### src/rtl/mul_div_seq.sv
// Iterative 32-bit multiply/divide unit (MULTU, MULT, DIVU, DIV).
// Each operation takes a fixed 36 busy cycles. All arithmetic goes through
// one shared 32-bit carry-lookahead adder.

module FullAdder (
  input  logic [31:0] a,
  input  logic [31:0] b,
  input  logic        cin,
  output logic [31:0] s,
  output logic        cout
);
  logic [31:0] g;
  logic [31:0] p;
  logic [7:0]  grpG;
  logic [7:0]  grpP;
  logic [8:0]  grpC;
  logic [32:0] c;

  // Two-level lookahead: 4-bit group generate/propagate, group carries chained across groups
  always_comb begin
    g    = a & b;
    p    = a ^ b;
    grpG = '0;
    grpP = '0;
    grpC = '0;
    c    = '0;
    for (int k = 0; k < 8; k++) begin
      grpP[k] = &p[4*k +: 4];
      grpG[k] = g[4*k+3]
              | (p[4*k+3] & g[4*k+2])
              | (p[4*k+3] & p[4*k+2] & g[4*k+1])
              | (p[4*k+3] & p[4*k+2] & p[4*k+1] & g[4*k]);
    end
    grpC[0] = cin;
    for (int k = 0; k < 8; k++) begin
      grpC[k+1] = grpG[k] | (grpP[k] & grpC[k]);
    end
    for (int k = 0; k < 8; k++) begin
      c[4*k] = grpC[k];
      for (int i = 0; i < 3; i++) begin
        c[4*k+i+1] = g[4*k+i] | (p[4*k+i] & c[4*k+i]);
      end
    end
    c[32] = grpC[8];
    s     = p ^ c[31:0];
    cout  = c[32];
  end
endmodule

module mul_div_seq #(
  parameter int XLEN   = 32,
  parameter int ITER_W = 5
) (
  input  logic            clk,
  input  logic            rst_n,
  input  logic            start,
  input  logic [1:0]      op,
  input  logic [XLEN-1:0] src_a,
  input  logic [XLEN-1:0] src_b,
  input  logic            flush,
  output logic            busy,
  output logic            done,
  output logic [XLEN-1:0] hi,
  output logic [XLEN-1:0] lo,
  output logic            div_zero
);

  typedef enum logic [2:0] {IDLE, ABS_A, ABS_B, CALC, FIX_LO, FIX_HI} state_t;

  state_t            state_q, state_d;
  logic [1:0]        op_q, op_d;
  logic [XLEN-1:0]   a_q, a_d;
  logic [XLEN-1:0]   b_q, b_d;
  logic [XLEN-1:0]   origA_q, origA_d;
  logic [XLEN-1:0]   acc_q, acc_d;
  logic [XLEN-1:0]   mq_q, mq_d;
  logic [ITER_W-1:0] cnt_q, cnt_d;
  logic              signA_q, signA_d;
  logic              negRes_q, negRes_d;
  logic              negRem_q, negRem_d;
  logic              carry_q, carry_d;
  logic [XLEN-1:0]   hi_q, hi_d;
  logic [XLEN-1:0]   lo_q, lo_d;
  logic              done_q, done_d;
  logic              divZero_q, divZero_d;

  logic [XLEN-1:0]   addA, addB, addSum;
  logic              addCin, addCout;
  logic              isSigned, isDiv;
  logic              signCur, fixHi;
  logic [XLEN-1:0]   remShift;

  FullAdder adder (
    .a    (addA),
    .b    (addB),
    .cin  (addCin),
    .s    (addSum),
    .cout (addCout)
  );

  assign isSigned = op_q[0];
  assign isDiv    = op_q[1];

  // Next-state and datapath: every state steers the one adder and captures its sum
  always_comb begin
    state_d   = state_q;
    op_d      = op_q;
    a_d       = a_q;
    b_d       = b_q;
    origA_d   = origA_q;
    acc_d     = acc_q;
    mq_d      = mq_q;
    cnt_d     = cnt_q;
    signA_d   = signA_q;
    negRes_d  = negRes_q;
    negRem_d  = negRem_q;
    carry_d   = carry_q;
    hi_d      = hi_q;
    lo_d      = lo_q;
    done_d    = 1'b0;
    divZero_d = divZero_q;
    addA      = '0;
    addB      = '0;
    addCin    = 1'b0;
    signCur   = 1'b0;
    fixHi     = 1'b0;
    remShift  = '0;

    if (flush) begin
      state_d = IDLE;
    end else begin
      case (state_q)
        IDLE: begin
          if (start) begin
            state_d = ABS_A;
            op_d    = op;
            a_d     = src_a;
            b_d     = src_b;
            origA_d = src_a;
          end
        end
        ABS_A: begin
          signCur  = isSigned & a_q[XLEN-1];
          addA     = signCur ? ~a_q : a_q;
          addCin   = signCur;
          a_d      = addSum;
          signA_d  = signCur;
          negRem_d = signCur;
          state_d  = ABS_B;
        end
        ABS_B: begin
          signCur  = isSigned & b_q[XLEN-1];
          addA     = signCur ? ~b_q : b_q;
          addCin   = signCur;
          b_d      = addSum;
          negRes_d = signA_q ^ signCur;
          acc_d    = '0;
          mq_d     = isDiv ? a_q : addSum;
          cnt_d    = '0;
          state_d  = CALC;
        end
        CALC: begin
          if (isDiv) begin
            remShift = {acc_q[XLEN-2:0], mq_q[XLEN-1]};
            addA     = remShift;
            addB     = ~b_q;
            addCin   = 1'b1;
            if (addCout || acc_q[XLEN-1]) begin
              acc_d = addSum;
              mq_d  = {mq_q[XLEN-2:0], 1'b1};
            end else begin
              acc_d = remShift;
              mq_d  = {mq_q[XLEN-2:0], 1'b0};
            end
          end else begin
            addA  = acc_q;
            addB  = mq_q[0] ? a_q : '0;
            acc_d = {addCout, addSum[XLEN-1:1]};
            mq_d  = {addSum[0], mq_q[XLEN-1:1]};
          end
          cnt_d = cnt_q + ITER_W'(1);
          if (cnt_q == ITER_W'(XLEN-1)) begin
            state_d = FIX_LO;
          end
        end
        FIX_LO: begin
          addA    = negRes_q ? ~mq_q : mq_q;
          addCin  = negRes_q;
          mq_d    = addSum;
          carry_d = addCout;
          state_d = FIX_HI;
        end
        FIX_HI: begin
          fixHi   = isDiv ? negRem_q : negRes_q;
          addA    = fixHi ? ~acc_q : acc_q;
          addCin  = fixHi & (isDiv | carry_q);
          state_d = IDLE;
          done_d  = 1'b1;
          if (isDiv && (b_q == '0)) begin
            hi_d      = origA_q;
            lo_d      = '1;
            divZero_d = 1'b1;
          end else begin
            hi_d      = addSum;
            lo_d      = mq_q;
            divZero_d = 1'b0;
          end
        end
        default: state_d = IDLE;
      endcase
    end
  end

  // State and datapath registers with synchronous active-low clear
  always_ff @(posedge clk) begin
    if (!rst_n) begin
      state_q   <= IDLE;
      op_q      <= '0;
      a_q       <= '0;
      b_q       <= '0;
      origA_q   <= '0;
      acc_q     <= '0;
      mq_q      <= '0;
      cnt_q     <= '0;
      signA_q   <= 1'b0;
      negRes_q  <= 1'b0;
      negRem_q  <= 1'b0;
      carry_q   <= 1'b0;
      hi_q      <= '0;
      lo_q      <= '0;
      done_q    <= 1'b0;
      divZero_q <= 1'b0;
    end else begin
      state_q   <= state_d;
      op_q      <= op_d;
      a_q       <= a_d;
      b_q       <= b_d;
      origA_q   <= origA_d;
      acc_q     <= acc_d;
      mq_q      <= mq_d;
      cnt_q     <= cnt_d;
      signA_q   <= signA_d;
      negRes_q  <= negRes_d;
      negRem_q  <= negRem_d;
      carry_q   <= carry_d;
      hi_q      <= hi_d;
      lo_q      <= lo_d;
      done_q    <= done_d;
      divZero_q <= divZero_d;
    end
  end

  assign busy     = (state_q != IDLE);
  assign done     = done_q;
  assign hi       = hi_q;
  assign lo       = lo_q;
  assign div_zero = divZero_q;

endmodule

### config.mk
export PLATFORM = sky130hd
export DESIGN_NAME = mul_div_seq
export DESIGN_NICKNAME = d
export VERILOG_FILES = /design/src/rtl/mul_div_seq.sv
export SDC_FILE = /design/constraint.sdc
export NUM_CORES = 1
export LEC_CHECK = 0
export BUFFER_PORTS_ARGS = -buffer_cell sky130_fd_sc_hd__buf_2
export CAP_MARGIN = 20
export CORE_MARGIN = 3
export CORE_UTILIZATION = 45
export CTS_CLUSTER_DIAMETER = 30
export DETAILED_ROUTE_END_ITERATION = 6
export GPL_TIMING_DRIVEN = 1
export MAX_ROUTING_LAYER = met4
export PLACE_DENSITY_LB_ADDON = 0.25
export SYNTH_ARGS = -nofsm -noshare
export SYNTH_HDL_FRONTEND = slang
export SYNTH_SLANG_ARGS = --single-unit
export TNS_END_PERCENT = 100
### constraint.sdc
create_clock -name clk -period 5.5 [get_ports clk]
set_input_delay 0.825 -clock clk [delete_from_list [all_inputs] [get_ports clk]]
set_output_delay 0.825 -clock clk [all_outputs]
set_load 0.01 [all_outputs]
==> run summary <==
Total wire length = 61500 µm
Worst Hold Class = flop to flop
R2R Setup Slk = 210 ps
Final period util = 96.2%
CTS Hold Bufs = 0
Worst flop-to-flop path endpoint = mq_q[30]
Pre-CTS WS = -243 ps
CP max-delay cell = fa_1
FF+latch count, synth = 239
Cell Area, Synth = 15100 µm²
Area grow syn2layout = 24.8%
Worst hold path cell count = 2
PD cells = 313 nW/µm²
Via density = 6.21
Placeable Area = 32800 µm²
Int Power = 4360 µW
# DRC = 0
DR vias = 15.9k
Async S/R FF share, synth = 0%
Cell depth of the worst flop-to-flop path = 22
Fin. max-slew vios = 0
Clk pin slew, worst setup/hold paths = 50 ps
Reg power frac = 31.7%
Hold Fails Final Rpt = 0
Drt first pass iters = 7
DRT antenna net count = 0
Cells after Synth = 1933
Ys Warns = 0
Net Switching = 1530 µW
Hold Crit Endpoint = origA_q[7]
# Max-Cap Violations = 0
WL/cell = 24.0 µm
# fillers = 3013
CTS tree = yes
Starting Density = 46.0%
Root Driver = clkbuf_16
Post-synth EDFFs = 0
Syn_nets = 2061
Post-synth top flop = dfxtp_1
Layout Nets = 2188
FMAX = 189 MHz
Crit-path cells = inv_1 -> a21boi_4 -> buf_12 -> xnor2_1 -> a221oi_1 -> a21oi_1 -> ha_1 -> nand2_1 -> o211ai_1 -> a211oi_1 -> buf_4 -> nor3_2 -> a21oi_1 -> o21a_1 -> fa_1 -> fa_1 -> inv_1 -> fa_1 -> mux2i_1 -> o21ai_1 -> a221oi_1 -> a21oi_1
Worst-skew pair later-pin latency = 590 ps
Fin crit period = 5290 ps
Critical Path End Type = flop
First-pass GRT wire length = 93500 µm
Seq/Total Area, Yosys = 31.7%
Arr. time, crit path = 5740 ps
Startpoint class of the critical path = flop
Gr ovfl total = 0
Reg area = 4790 µm²
Htree depth = 2
Core Util, Final = 57.4%
Cell row count = 66
Chip height = 189 µm
Maximum vdd ir drop = 0.238 mV
GRT Util Overall = 34.6%
Status = finished, final reports clean
Post-synth cell types = 58
Sw Share = 26.0%
Hold_sp = origA_q[7]
Pin count of the biggest net entering global routing = 91
Chip width = 189 µm
Cts bufs inserted = 59
Setup WS post-layout = 208 ps
I/O pin count = 137
Relative slew slack = 28.3%
Multi-input gate area = 9690 µm²
CP Data Required Time = 5950 ps
Pleak = 0.00733 µW
Total power = 5890 µW
Skew final = 19.0 ps
Worst R2R Start = op_q[1]
CTS Sinks = 239
Slew @ Worst Pin = 1080 ps
Crit Path Max Fanout = 17
Kind of critical path = flop to flop
HPWL after DPL = 43600 µm
Endpoints failing setup = 0
RePlAce Congestion = 1.02
Mean Syn Cell Area = 7.81 µm²
Critical path's largest stage delay = 480 ps
IO buf count = 136
Detailed router's first-iteration violation count = 1709
Layout cells sized above 1 = 18.3%
Logic pwr share = 6.3%
Clock Power Share = 62.0%
Initial antenna violation count = 4
Area of the die = 35800 µm²
Setup TNS = 0 ps
Max clock buf depth = 3
Vias in the first global route = 15.2k
[layout make-up]
| type | instances | area share, % |
|---|---|---|
| Multi-Input combinational cell | 1498 | 51.4 |
| Sequential cell | 239 | 25.4 |
| Clock buffer | 67 | 8.44 |
| Timing Repair Buffer | 239 | 8.38 |
| Tap cell | 442 | 2.94 |
| Clock inverter | 45 | 2.84 |
| Inverter | 23 | 0.472 |
| Antenna cell | 5 | 0.0664 |
[sequential cells by signal, indices dropped and copies added, names as in the netlist]
signal    count
cnt_q         5
done          1
op_q          2
div_zero      1
lo           32
negRes_q      1
b_q          32
a_q          32
mq_q         32
hi           32
carry_q       1
acc_q        32
origA_q      32
negRem_q      1
state_q       3
[metal layers]
layer,vias to the layer above,global-route usage (%),wire (µm)
li1,7239,-,-
met1,7646,45.0,25700
met2,846,54.3,28000
met3,143,5.78,5210
met4,0,13.2,2560
met5,-,-,0
[worst max path at each step]
stage | startpoint | to
floorplan | flush | mq_q[14]
global placement | flush | mq_q[15]
detailed placement | flush | mq_q[15]
CTS | state_q[1] | mq_q[15]
global route | op_q[1] | mq_q[30]
finish | op_q[1] | mq_q[30]
[Yosys cell counts, drive strengths merged, types with 5 or more instances]
cell,count,share of area (%)
o211ai,43,2.1
nand3,26,0.90
dfxtp,239,32
o21ai,110,3.6
xnor2,128,7.4
nand4,9,0.37
a41o,5,0.33
fa,24,3.2
a222oi,9,0.60
nor2,194,4.8
xor2,14,0.81
nor4,9,0.41
a221oi,37,2.1
inv,23,0.57
a211oi,41,2.1
a2bb2oi,17,0.99
nor2b,5,0.21
ha,34,2.8
clkbuf,140,3.5
o22ai,35,1.5
a21o,10,0.50
buf,34,1.1
a21oi,181,6.0
a31oi,29,1.2
a311oi,39,2.3
nand2,304,7.6
a22oi,26,1.3
nor3,15,0.53
mux2i,108,7.2
nand2b,8,0.33
[cell usage in the layout (no fill, tap or decap), types with 7 or more instances in the layout]
| cell | count |
|---|---|
| o21ai_0 | 81 |
| fa_1 | 23 |
| a211oi_1 | 39 |
| clkinvlp_4 | 11 |
| nand2_1 | 302 |
| a311oi_1 | 39 |
| o22ai_1 | 35 |
| o21ai_1 | 28 |
| a31oi_1 | 29 |
| mux2i_1 | 108 |
| a22oi_1 | 26 |
| clkinv_2 | 10 |
| nand4_1 | 9 |
| xor2_1 | 13 |
| a222oi_1 | 9 |
| a21oi_1 | 180 |
| clkbuf_16 | 61 |
| buf_12 | 8 |
| inv_1 | 22 |
| a21o_1 | 10 |
| ha_1 | 34 |
| a2bb2oi_1 | 17 |
| buf_4 | 93 |
| dfxtp_1 | 235 |
| nand3_1 | 24 |
| nor3_1 | 11 |
| a221oi_1 | 35 |
| buf_2 | 136 |
| bufinv_16 | 7 |
| nor4_1 | 8 |
| xnor2_1 | 127 |
| nor2_1 | 192 |
| o211ai_1 | 43 |
[critical path: cells and delay by family (launching register included)]
family | cells | cell delay, ps
adder cells (fa/ha/maj) | 4 | 1700
AO/OA/AOI/OAI | 10 | 1860
flip-flops | 1 | 460
multiplexers | 1 | 180
XOR/XNOR | 1 | 90
buffers and inverters | 4 | 560
AND/OR/NAND/NOR | 2 | 270
[power by group through the flow]
stage	Clock (µW)	Sequential, µW	Combinational (µW)
after floorplan	0	1860	232
after global placement	0	1890	354
after detailed placement	0	1890	359
after CTS	3670	1860	364
after global routing	3770	1870	402
final	3650	1860	374
[per-stage QoR]
stage | cells | hold slack, ps | cell area, µm²
global route | 2557 | 470 | 18800
detailed placement | 2438 | 446 | 16600
finish | 2558 | 452 | 18800
CTS | 2552 | 453 | 18700
global placement | 2438 | 438 | 16600
floorplan | 1933 | 436 | 15100
[cells by family (layout without fill, tap and decap cells)]
logic type | after synthesis | count (layout) | share of synthesized area [%]
AOI/OAI and AO/OA | 594 | 594 | 25.4
and+or+nand+nor | 594 | 595 | 16.3
DFF | 239 | 239 | 31.7
buffers and inverters | 197 | 374 | 5.16
xor gates and xnor gates | 142 | 142 | 8.24
muxes | 109 | 109 | 7.24
adders and majority gates | 58 | 58 | 6.00
other | 0 | 5 | 0
[what timing repair did]
| item | 4_1_cts | 5_1_grt |
|---|---|---|
| gates cloned | 1 | 0 |
| setup buffers | 1 | 0 |
| setup endpoints to repair | 15 | 49 |
| pin swaps | 1 | 0 |
| gates resized for setup | 2 | 15 |
No activity file was read; power rests on OpenSTA's default activity.
